[src/rtl/plat_scan_pkg.sv]
`default_nettype none
// ============================================================================
//  Module   : plat_scan_pkg
//  Brief    : Shared geometry, sizing and FSM encodings for the platform
//             collision scheduler (plat_scan_ctrl / plat_hit_unit).
//  Revision : 1.0 - initial release
// ============================================================================
package plat_scan_pkg;

    // Frame sizing
    localparam int NUM_PLAT   = 7;
    localparam int X_W        = 14;
    localparam int Y_W        = 15;
    localparam int LEN_W      = 4;
    localparam int IDX_W      = $clog2(NUM_PLAT + 1);

    // Geometry in pixels
    localparam int BLOCK_W    = 16;
    localparam int PLAT_H     = 8;
    localparam int CHAR_W     = 32;
    localparam int CHAR_H     = 32;
    localparam int LAND_TOL   = 8;

    // The ground is reported as one index past the last real platform
    localparam int GROUND_IDX = NUM_PLAT;

    // Scheduler FSM encodings
    localparam logic [1:0] ST_IDLE = 2'd0;
    localparam logic [1:0] ST_SCAN = 2'd1;
    localparam logic [1:0] ST_DONE = 2'd2;

endpackage : plat_scan_pkg
`default_nettype wire

[src/rtl/plat_hit_unit.sv]
`default_nettype none
// ============================================================================
//  Module   : plat_hit_unit
//  Brief    : Combinational landing / head-bump check of the character
//             against a single platform. Time-shared by plat_scan_ctrl.
//  Revision : 1.0 - initial release
// ============================================================================
module plat_hit_unit
    import plat_scan_pkg::*;
(
    input  logic [X_W-1:0]   cx,
    input  logic [Y_W-1:0]   cy,
    input  logic [X_W-1:0]   px,
    input  logic [Y_W-1:0]   py,
    input  logic [LEN_W-1:0] len,
    output logic             land,
    output logic             head,
    output logic [Y_W-1:0]   surf_y
);

    // One extra bit on each axis so right edges and head tops never wrap
    localparam int XE_W = X_W + 1;
    localparam int YE_W = Y_W + 1;

    logic [XE_W-1:0] w_cx_l;
    logic [XE_W-1:0] w_cx_r;
    logic [XE_W-1:0] w_px_l;
    logic [XE_W-1:0] w_px_r;
    logic [YE_W-1:0] w_cy;
    logic [YE_W-1:0] w_py;
    logic [YE_W-1:0] w_top;
    logic [YE_W-1:0] w_under;
    logic            w_en;
    logic            w_overlap;
    logic            w_land;

    // Span overlap, landing window and underside window for one platform
    always_comb begin
        w_cx_l    = XE_W'(cx);
        w_cx_r    = w_cx_l + XE_W'(CHAR_W - 1);
        w_px_l    = XE_W'(px);
        // Only meaningful for len != 0, which gates every use below
        w_px_r    = w_px_l + XE_W'(len) * XE_W'(BLOCK_W) - XE_W'(1);
        w_en      = (len != '0);
        w_overlap = w_en && (w_px_l <= w_cx_r) && (w_cx_l <= w_px_r);

        w_cy      = YE_W'(cy);
        w_py      = YE_W'(py);
        w_land    = w_overlap && (w_cy <= w_py) && ((w_py - w_cy) <= YE_W'(LAND_TOL));

        w_top     = w_cy + YE_W'(CHAR_H - 1);
        // Platforms sitting close to y=0 clamp their underside at 0
        w_under   = (w_py >= YE_W'(PLAT_H - 1)) ? (w_py - YE_W'(PLAT_H - 1)) : '0;

        land      = w_land;
        head      = w_overlap && !w_land && (w_top >= w_under) && (w_top <= w_py);
        surf_y    = py;
    end

endmodule : plat_hit_unit
`default_nettype wire

[src/rtl/plat_scan_ctrl.sv]
`default_nettype none
// ============================================================================
//  Module   : plat_scan_ctrl
//  Brief    : Collision scheduler. Snapshots character and platform state on
//             tick, scans one platform per cycle through a shared
//             plat_hit_unit, then reports landing surface and head bump.
//             Optional build macro PLAT_SCAN_STATS_EN adds drop_cnt, a
//             saturating count of ticks ignored while a scan is in flight.
//  Revision : 1.0 - initial release
// ============================================================================
module plat_scan_ctrl
    import plat_scan_pkg::*;
(
    input  logic                      sys_clk,
    input  logic                      sys_rst,
    input  logic                      tick,
    input  logic [X_W-1:0]            char_x,
    input  logic [Y_W-1:0]            char_y,
    input  logic [NUM_PLAT*X_W-1:0]   plat_x,
    input  logic [NUM_PLAT*Y_W-1:0]   plat_y,
    input  logic [NUM_PLAT*LEN_W-1:0] plat_len,
    output logic                      busy,
    output logic                      res_valid,
    output logic                      land_hit,
    output logic [IDX_W-1:0]          land_idx,
    output logic [Y_W-1:0]            land_y,
    output logic                      head_hit
`ifdef PLAT_SCAN_STATS_EN
    ,
    output logic [7:0]                drop_cnt
`endif
);

    logic [1:0]                r_state;
    logic [1:0]                w_next;
    logic [IDX_W-1:0]          r_idx;

    // Snapshot taken on an accepted tick
    logic [X_W-1:0]            r_cx;
    logic [Y_W-1:0]            r_cy;
    logic [NUM_PLAT*X_W-1:0]   r_px_bus;
    logic [NUM_PLAT*Y_W-1:0]   r_py_bus;
    logic [NUM_PLAT*LEN_W-1:0] r_len_bus;

    // Scan accumulators
    logic                      r_best_hit;
    logic [IDX_W-1:0]          r_best_idx;
    logic [Y_W-1:0]            r_best_y;
    logic                      r_head_acc;

    // Committed results, held between res_valid pulses
    logic                      r_land_hit;
    logic [IDX_W-1:0]          r_land_idx;
    logic [Y_W-1:0]            r_land_y;
    logic                      r_head_hit;

    logic [X_W-1:0]            w_cur_px;
    logic [Y_W-1:0]            w_cur_py;
    logic [LEN_W-1:0]          w_cur_len;
    logic                      w_land;
    logic                      w_head;
    logic [Y_W-1:0]            w_surf_y;
    logic                      w_accept;
    logic                      w_gnd_land;
    logic                      w_fin_hit;
    logic [IDX_W-1:0]          w_fin_idx;
    logic [Y_W-1:0]            w_fin_y;

    assign w_accept   = (r_state == ST_IDLE) && tick;
    assign w_cur_px   = r_px_bus[int'(r_idx) * X_W +: X_W];
    assign w_cur_py   = r_py_bus[int'(r_idx) * Y_W +: Y_W];
    assign w_cur_len  = r_len_bus[int'(r_idx) * LEN_W +: LEN_W];

    // The ground only matters when no real platform offered a landing
    assign w_gnd_land = (r_cy == '0);
    assign w_fin_hit  = r_best_hit || w_gnd_land;
    assign w_fin_idx  = r_best_hit ? r_best_idx : (w_gnd_land ? IDX_W'(GROUND_IDX) : '0);
    assign w_fin_y    = r_best_hit ? r_best_y : '0;

    plat_hit_unit u_hit (
        .cx     (r_cx),
        .cy     (r_cy),
        .px     (w_cur_px),
        .py     (w_cur_py),
        .len    (w_cur_len),
        .land   (w_land),
        .head   (w_head),
        .surf_y (w_surf_y)
    );

    // FSM state register
    always_ff @(posedge sys_clk) begin
        if (sys_rst) begin
            r_state <= ST_IDLE;
        end else begin
            r_state <= w_next;
        end
    end

    // FSM next-state logic
    always_comb begin
        w_next = r_state;
        case (r_state)
            ST_IDLE: if (tick) w_next = ST_SCAN;
            ST_SCAN: if (r_idx == IDX_W'(NUM_PLAT - 1)) w_next = ST_DONE;
            ST_DONE: w_next = ST_IDLE;
            default: w_next = ST_IDLE;
        endcase
    end

    // FSM outputs: results are shown live in DONE, then held from registers
    always_comb begin
        busy      = (r_state == ST_SCAN);
        res_valid = (r_state == ST_DONE);
        land_hit  = r_land_hit;
        land_idx  = r_land_idx;
        land_y    = r_land_y;
        head_hit  = r_head_hit;
        if (r_state == ST_DONE) begin
            land_hit = w_fin_hit;
            land_idx = w_fin_idx;
            land_y   = w_fin_y;
            head_hit = r_head_acc;
        end
    end

    // Snapshot, scan index and accumulator datapath
    always_ff @(posedge sys_clk) begin
        if (sys_rst) begin
            r_idx      <= '0;
            r_cx       <= '0;
            r_cy       <= '0;
            r_px_bus   <= '0;
            r_py_bus   <= '0;
            r_len_bus  <= '0;
            r_best_hit <= 1'b0;
            r_best_idx <= '0;
            r_best_y   <= '0;
            r_head_acc <= 1'b0;
        end else if (w_accept) begin
            r_idx      <= '0;
            r_cx       <= char_x;
            r_cy       <= char_y;
            r_px_bus   <= plat_x;
            r_py_bus   <= plat_y;
            r_len_bus  <= plat_len;
            r_best_hit <= 1'b0;
            r_best_idx <= '0;
            r_best_y   <= '0;
            r_head_acc <= 1'b0;
        end else if (r_state == ST_SCAN) begin
            r_idx <= r_idx + IDX_W'(1);
            // Strictly higher surface wins, so ties keep the lower index
            if (w_land && (!r_best_hit || (w_surf_y > r_best_y))) begin
                r_best_hit <= 1'b1;
                r_best_idx <= r_idx;
                r_best_y   <= w_surf_y;
            end
            if (w_head) begin
                r_head_acc <= 1'b1;
            end
        end
    end

    // Result registers, committed as DONE is left
    always_ff @(posedge sys_clk) begin
        if (sys_rst) begin
            r_land_hit <= 1'b0;
            r_land_idx <= '0;
            r_land_y   <= '0;
            r_head_hit <= 1'b0;
        end else if (r_state == ST_DONE) begin
            r_land_hit <= w_fin_hit;
            r_land_idx <= w_fin_idx;
            r_land_y   <= w_fin_y;
            r_head_hit <= r_head_acc;
        end
    end

`ifdef PLAT_SCAN_STATS_EN
    logic [7:0] r_drop_cnt;

    // Count ticks that arrive while SCAN or DONE is in progress, saturating
    always_ff @(posedge sys_clk) begin
        if (sys_rst) begin
            r_drop_cnt <= '0;
        end else if (tick && (r_state != ST_IDLE) && (r_drop_cnt != 8'hFF)) begin
            r_drop_cnt <= r_drop_cnt + 8'd1;
        end
    end

    assign drop_cnt = r_drop_cnt;
`endif

endmodule : plat_scan_ctrl
`default_nettype wire
[config.mk]
export PLATFORM = sky130hd
export DESIGN_NAME = plat_scan_ctrl
export DESIGN_NICKNAME = d
export VERILOG_FILES = /design/src/rtl/plat_scan_pkg.sv /design/src/rtl/plat_hit_unit.sv /design/src/rtl/plat_scan_ctrl.sv
export SDC_FILE = /design/constraint.sdc
export NUM_CORES = 1
export LEC_CHECK = 0
export BUFFER_PORTS_ARGS = -buffer_cell sky130_fd_sc_hd__buf_4
export CORE_UTILIZATION = 51
export CTS_BUF_LIST = sky130_fd_sc_hd__clkbuf_16
export CTS_CLUSTER_DIAMETER = 100
export DETAILED_ROUTE_END_ITERATION = 16
export PLACE_DENSITY_LB_ADDON = 0.12
export SYNTH_ARGS = -nofsm -noshare
export SYNTH_HDL_FRONTEND = slang
export SYNTH_HIERARCHICAL = 1
export SYNTH_SLANG_ARGS = --single-unit
[constraint.sdc]
create_clock -name sys_clk -period 5.35 [get_ports sys_clk]
set_clock_uncertainty 0.2 [all_clocks]
set_input_delay 0.535 -clock sys_clk [delete_from_list [all_inputs] [get_ports sys_clk]]
set_output_delay 0.535 -clock sys_clk [all_outputs]
set_load 0.01 [all_outputs]
After elaboration in Yosys (flattened, before gate mapping)
Index checks and enable logic that the tools add are counted.
{"block": "classes", "mul": 2, "mux": 11, "n_reduce_logical": 20, "div": 0, "n_lt_le_gt_ge": 8, "n_shift": 3, "n_addsub": 7, "n_eq_ne": 5, "n_bitwise": 0}
{"operator": "$shiftx A105 B8 Y15", "n": 1}
{"operator": "$shiftx A98 B8 Y14", "n": 1}
{"operator": "$le A14 B15 Y1", "n": 2}
{"operator": "$mux W15", "n": 2}
{"operator": "$shiftx A28 B6 Y4", "n": 1}
{"operator": "$add A15 B5 Y16 const B", "n": 1}
{"operator": "$ge A16 B16 Y1", "n": 1}
{"operator": "$le A16 B15 Y1", "n": 1}
{"operator": "$le A16 B4 Y1 const B", "n": 1}
{"operator": "$mux W16", "n": 1}
{"operator": "$sub A15 B15 Y16", "n": 1}
{"operator": "$sub A15 B3 Y16 const B", "n": 1}
{"operator": "$add A14 B5 Y15 const B", "n": 1}
{"operator": "$add A14 B8 Y15", "n": 1}
{"operator": "$ge A15 B3 Y1 const B", "n": 1}
{"operator": "$gt A15 B15 Y1", "n": 1}
{"operator": "$le A15 B15 Y1", "n": 1}
{"operator": "$logic_not A15 Y1", "n": 1}
{"operator": "$sub A15 B1 Y15 const B", "n": 1}
{"operator": "$logic_and A1 B1 Y1", "n": 9}
{"operator": "$mux W3", "n": 3}
{"operator": "$mul A3 B4 Y7 const B", "n": 1}
{"operator": "$mul A3 B3 Y6 const B", "n": 1}
{"operator": "$reduce_and A2 Y1", "n": 3}
{"operator": "14 further kinds", "n": 18}
{"block": "word_totals", "romBits": 0, "wordCells": 71, "register_bits": 305, "mem_count": 0, "latchBits": 0, "inputBits": 263, "mem_bits_rw": 0}

Depth between registers and ports, before layout
{"block": "depth", "word_depth": 13, "ltp_mapped": 33, "depth_no_buf": 29}

Modules after synthesis
The synthesis kept the hierarchy.
{"mod": "plat_scan_ctrl", "instances": 1, "area_per_inst_um2": 11838.9, "cells_each": 1060}
{"mod": "plat_hit_unit", "instances": 1, "area_per_inst_um2": 3723.6, "cells_each": 534}

Least setup slack after synthesis
No wires, ideal clock.
{"block": "synth_path", "path_type": "register -> register", "start": "register r_idx[0]", "end": "register r_best_idx[0]", "path_stages_with_launch": 30, "period_less_slack_ns": 5.452, "setup_ns": 0.072, "setup_slack_ns": -0.102, "arrival_time_ns": 5.180, "path_cell_list": "dfxtp_1 buf_2 buf_2 mux4_2 mux2_2 inv_1 ha_1 inv_1 ha_1 a21o_1 a221oi_2 o311a_2 nand2b_1 a21oi_1 o21ai_1 xnor2_1 ha_1 nand3_1 nor3_1 o21ai_0 a31oi_1 a211oi_1 o21ai_0 nand3_1 nor3b_2 o311ai_1 a41oi_1 buf_6 buf_12 mux2i_1"}
{"block": "synth_via", "elab_chain_len": 10}
{"element": "from (decl)", "line": "plat_scan_ctrl.sv:36", "text": "logic [IDX_W-1:0] r_idx;"}
{"element": "from (signal assigned)", "line": "plat_scan_ctrl.sv:152", "text": "r_idx <= r_idx + IDX_W'(1);"}
{"element": "$mul A3 B3 Y6 *", "line": "plat_scan_ctrl.sv:70", "text": "assign w_cur_px = r_px_bus[int'(r_idx) * X_W +: X_W];"}
{"element": "$shiftx A98 B8 Y14 *", "line": "plat_scan_ctrl.sv:70"}
{"element": "net w_cur_px[4]", "line": "plat_scan_ctrl.sv:57", "text": "logic [X_W-1:0] w_cur_px;"}
{"element": "$add A14 B8 Y15", "line": "plat_hit_unit.sv:43", "text": "w_px_r = w_px_l + XE_W'(len) * XE_W'(BLOCK_W) - XE_W'(1);"}
{"element": "$sub A15 B1 Y15", "line": "plat_hit_unit.sv:43"}
{"element": "$le A14 B15 Y1", "line": "plat_hit_unit.sv:45", "text": "w_overlap = w_en && (w_px_l <= w_cx_r) && (w_cx_l <= w_px_r);"}
{"element": "$logic_and A1 B1 Y1 *", "line": "plat_hit_unit.sv:45"}
{"element": "$logic_and A1 B1 Y1 * (2 in series)", "line": "plat_hit_unit.sv:49", "text": "w_land = w_overlap && (w_cy <= w_py) && ((w_py - w_cy) <= YE_W'(LAND_TOL));"}
{"element": "net w_land", "line": "plat_scan_ctrl.sv:60", "text": "logic w_land;"}
{"element": "$logic_and A1 B1 Y1 *", "line": "plat_scan_ctrl.sv:154", "text": "if (w_land && (!r_best_hit || (w_surf_y > r_best_y))) begin"}
{"element": "$reduce_and A2 Y1 (no line) *"}
{"element": "to (signal assigned)", "line": "plat_scan_ctrl.sv:156", "text": "r_best_idx <= r_idx;"}
{"element": "to (decl)", "line": "plat_scan_ctrl.sv:47", "text": "logic [IDX_W-1:0] r_best_idx;"}
The timed path passes the listed nets; every way through them passes the cells marked *.
A chain may end at the register's enable or synchronous reset.

Worst setup path after layout
{"block": "layout_path", "start": "register r_idx[0]", "end": "register r_best_y[8]"}
{"block": "layout_via", "elab_chain_len": 10}
{"element": "$mul A3 B3 Y6 *", "line": "plat_scan_ctrl.sv:70"}
{"element": "$shiftx A98 B8 Y14 *", "line": "plat_scan_ctrl.sv:70"}
{"element": "net w_cur_px[4]", "line": "plat_scan_ctrl.sv:57"}
{"element": "$add A14 B8 Y15", "line": "plat_hit_unit.sv:43"}
{"element": "$sub A15 B1 Y15", "line": "plat_hit_unit.sv:43"}
{"element": "$le A14 B15 Y1", "line": "plat_hit_unit.sv:45"}
{"element": "$logic_and A1 B1 Y1 *", "line": "plat_hit_unit.sv:45"}
{"element": "$logic_and A1 B1 Y1 * (2 in series)", "line": "plat_hit_unit.sv:49"}
{"element": "net w_land", "line": "plat_scan_ctrl.sv:60"}
{"element": "$logic_and A1 B1 Y1 *", "line": "plat_scan_ctrl.sv:154"}
{"element": "$reduce_and A2 Y1 (no line) *"}
{"element": "to (signal assigned)", "line": "plat_scan_ctrl.sv:157", "text": "r_best_y <= w_surf_y;"}
{"element": "to (decl)", "line": "plat_scan_ctrl.sv:48", "text": "logic [Y_W-1:0] r_best_y;"}
Marks and branches as above.

==> reports/metrics.csv <==
stage,metric,value,unit
outcome,status,finished with violations,
outcome,failing checks,negative setup slack,
place,RePlAce Congestion,0.956,
worst_setup_path,Crit path arrival time,5760,ps
worst_hold_path,hold crit path type,in -> reg,
worst_hold_path,hold path cells,2,
floorplanning,area of the core,29800,sq um
logic_synthesis,top-count cell post-synth,dfxtp_1,
cts,clk_lat worst skew,520,ps
run,MaxCap Viol Count,0,
cts,hold-fix buffers at CTS,0,
sta,worst slew pin tran,1210,ps
sta,fin crit share,103,%
route,Pre-antenna DRT Iters,7,
global_routing,grt ovf,0,
route,Detailed Route Iter0 Violations,960,
pwr,Psw,2.02,mW
pwr,Leakage Power,8.49,nW
sta,Final Worst Setup Slack,-162,ps
logic_synthesis,Syn Area/Cell,9.76,sq um
logic_synthesis,post-synth top area cell,dfxtp_1,
sta,Slew Limit Fails,0,
pwr,Sequential Power Share,38.2,%
sta,Final Setup Violations,18,
pwr,Clock Power Share,33.1,%
route,Avg Vias per Cell,5.83,
pwr,PD cells,338,nW/um^2
logic_synthesis,syn nets,1969,
cts,"Clk pin slew, worst setup/hold paths",60,ps
logic_synthesis,top post-synthesis cells by area,"dfxtp_1, a22o_1, ha_1",
floorplanning,Cell Rows,63,
sta,fmax,181,MHz
pwr,switching portion of total power,30.6,%
logic_synthesis,Post-synth EDFFs,0,
logic_synthesis,Post-synth top cells,"dfxtp_1, a22o_1, nand2_1",
worst_hold_path,Hold EP,r_py_bus[26],
cells_and_area,layout cells sized above 1,26.8,%
place,Port Buf Inserts,284,
cts,htree depth,2,
cells_and_area,layout net count,2256,
worst_setup_path,WP data required,5600,ps
logic_synthesis,synthesized area,15600,sq um
floorplanning,Die Y,177,um
cts,Num CTS Buffers,34,
worst_setup_path,WS Path Type,reg -> reg,
logic_synthesis,area fraction of the dominant cell type after synthesis,39.2,%
worst_setup_path,CP peak stage delay,390,ps
logic_synthesis,Seq cells post-synth,305,
pwr,internal cell power,4.58,mW
route,Via Count,13400,
route,Detail Route Antenna Nets,0,
pwr,Gate power share,28.7,%
logic_synthesis,sequential area share after synthesis,39.2,%
worst_setup_path,"CP delay by family, top",compound AO/OA/AOI/OAI gates,
cts,Sinks on Clock Net,305,
global_routing,largest net degree at the start of global routing,159,
logic_synthesis,top_reg_cell synth,dfxtp_1,
worst_setup_path,"most used cell, CP",o21ai_1,
place,Post-Place Worst Slack,-160,ps
global_routing,initial antenna violation count,3,
logic_synthesis,Cells after Synth,1594,
place,placed insts,2213,
cells_and_area,Syn-to-layout area delta,25.3,%
worst_setup_path,R2R Setup Slk,-160,ps
worst_setup_path,reg-to-reg endpoint,r_best_y[8],
floorplanning,# IOs,285,
sta,Max-slew headroom,18.1,%
sta,min Tclk post-route,5510,ps
worst_setup_path,Worst setup EP type,flip-flop,
cells_and_area,Storage cell area,6110,sq um
cts,root buf cell,clkbuf_16,
cts,CTS tree,built,
route,# DRC,0,
worst_setup_path,CP max stage cell,dfxtp_4,
cells_and_area,area of the multi-input gates,8710,sq um
floorplanning,Initial Util,52.2,%
floorplanning,die width,177,um
worst_setup_path,reg2reg path depth,31,
global_routing,vias in the first global route,12800,
place,post-DP HPWL,33400,um
logic_synthesis,YS warnings,6,
cts,Max clock buf depth,3,
route,Post-Route WL,45600,um
sta,RSZ-0062 raised after global routing,yes,
sta,Final Hold Vio Count,0,
worst_setup_path,CP Launch Type,flip-flop,
pwr,VDD IR-drop max,0.000241,V
logic_synthesis,Synth async-reset ratio,0,%
worst_setup_path,FF-to-FF Start,r_idx[0],
floorplanning,Die Footprint,31200,sq um
cells_and_area,fillcell total,2490,
logic_synthesis,Yosys cell types,68,
global_routing,first-pass GRT wire length,70400,um
worst_hold_path,Hold Crit Start,plat_y[26],
pwr,Final Power,6.60,mW
worst_setup_path,CP Max Fanout,6,
cells_and_area,Non-Filler Instances,2295,
global_routing,Total GRT Usage,28.6,%
route,Avg WL per Cell,19.9,um
worst_setup_path,WP buf/inv,6,
routing by layer:
layer	global-route usage, %	share of wire (%)
met5	0	0
met4	7.65	1.8
met3	6.01	7.1
met2	43.7	45
met1	40.8	46
worst reg2reg max path: cells and delay by family, from the launching register on:
kind	cells	cell delay (ps)
AO/OA/AOI/OAI	12	1950
AND/OR/NAND/NOR	7	930
adder cells (fa/ha/maj)	3	790
buffers and inverters	6	700
flip-flops	1	390
multiplexers	2	340
XOR/XNOR	1	140
layout make-up:
cell class	count	share of cell area, %
clock buffers	34	4.36
clock inverters	23	0.905
multi-input cells	1086	44.7
repair buffers	365	14.4
inverters	89	1.75
well taps	390	2.50
flip-flops and latches	305	31.4
diodes	3	0.0385
through the flow:
step                cell area (sq um)  setup TNS, ps  util (%)  hold slack, ps
floorplan                       15600              0         -             230
global placement                18000           -724      60.6             246
detailed placement              18000          -2660      60.6             253
CTS                             19400           -410      65.1            5.75
global route                    19500          -8210      65.5            8.21
finish                          19500          -2060      65.5            20.0
kinds of logic (layout without fill, tap and decap cells):
logic type / count (synthesis) / count (layout) / share of synthesized area [%]
xor+xnor: 46 / 46 / 2.59
flops: 305 / 305 / 39.2
simple gates: 350 / 351 / 10.4
buf+inv: 204 / 511 / 6.34
fa+ha+maj: 112 / 112 / 9.05
other cells: 0 / 3 / 0
compound gates: 474 / 474 / 23.0
mux: 103 / 103 / 9.39
power groups by stage:
stage | Combinational [mW] | Sequential [mW] | Clock, mW
after floorplan | 1.18 | 2.52 | 0
after global placement | 1.68 | 2.57 | 0
after detailed placement | 1.71 | 2.57 | 0
after CTS | 1.83 | 2.52 | 2.22
after global routing | 2.07 | 2.53 | 2.31
final | 1.89 | 2.52 | 2.18
sequential cells by signal, indices dropped and copies added, names as in the netlist:
| name | cells |
|---|---|
| r_head_acc | 1 |
| r_best_hit | 1 |
| r_len_bus | 28 |
| r_best_y | 15 |
| r_land_idx | 3 |
| r_state | 2 |
| r_cy | 15 |
| r_cx | 14 |
| r_idx | 3 |
| r_head_hit | 1 |
| r_land_y | 15 |
| r_best_idx | 3 |
| r_px_bus | 98 |
| r_land_hit | 1 |
| r_py_bus | 105 |
cells in the final DEF, fill, tap and decap left out, drive strengths merged, types with 7 or more instances in the layout:
cell	count
buf	364
dfxtp	305
a22o	263
nand2	137
ha	111
inv	101
a21oi	99
nor2	76
mux2i	56
o21ai	46
nand3	39
clkbuf	35
mux4	33
xnor2	30
nor3	20
nand4	17
xor2	16
mux2	14
a21o	13
nand2b	13
and2	9
a211oi	8
clkinv	8
nor4	7
repair_timing:
| item | in CTS | in global routing |
|---|---|---|
| endpoints found under the setup margin | 18 | 20 |
| pin swaps | 23 | 21 |
| gates cloned | 3 | 1 |
| resized for setup | 41 | 23 |
| buffers inserted | 13 | 8 |
| hold endpoints to repair | 0 | 0 |
how the worst max path moves through the flow:
stage	startpoint	to	slack [ps]	cells after the start
finish	r_idx[0]	r_best_y[8]	-160	31
floorplan	r_idx[0]	r_best_idx[0]	20	32
global placement	r_idx[0]	r_best_y[8]	-40	27
detailed placement	r_idx[0]	r_best_y[1]	-160	28
CTS	r_idx[0]	r_best_y[8]	-40	30
global route	r_idx[0]	r_best_idx[1]	-510	32
Note: power is estimated with default switching activity, not from simulation.
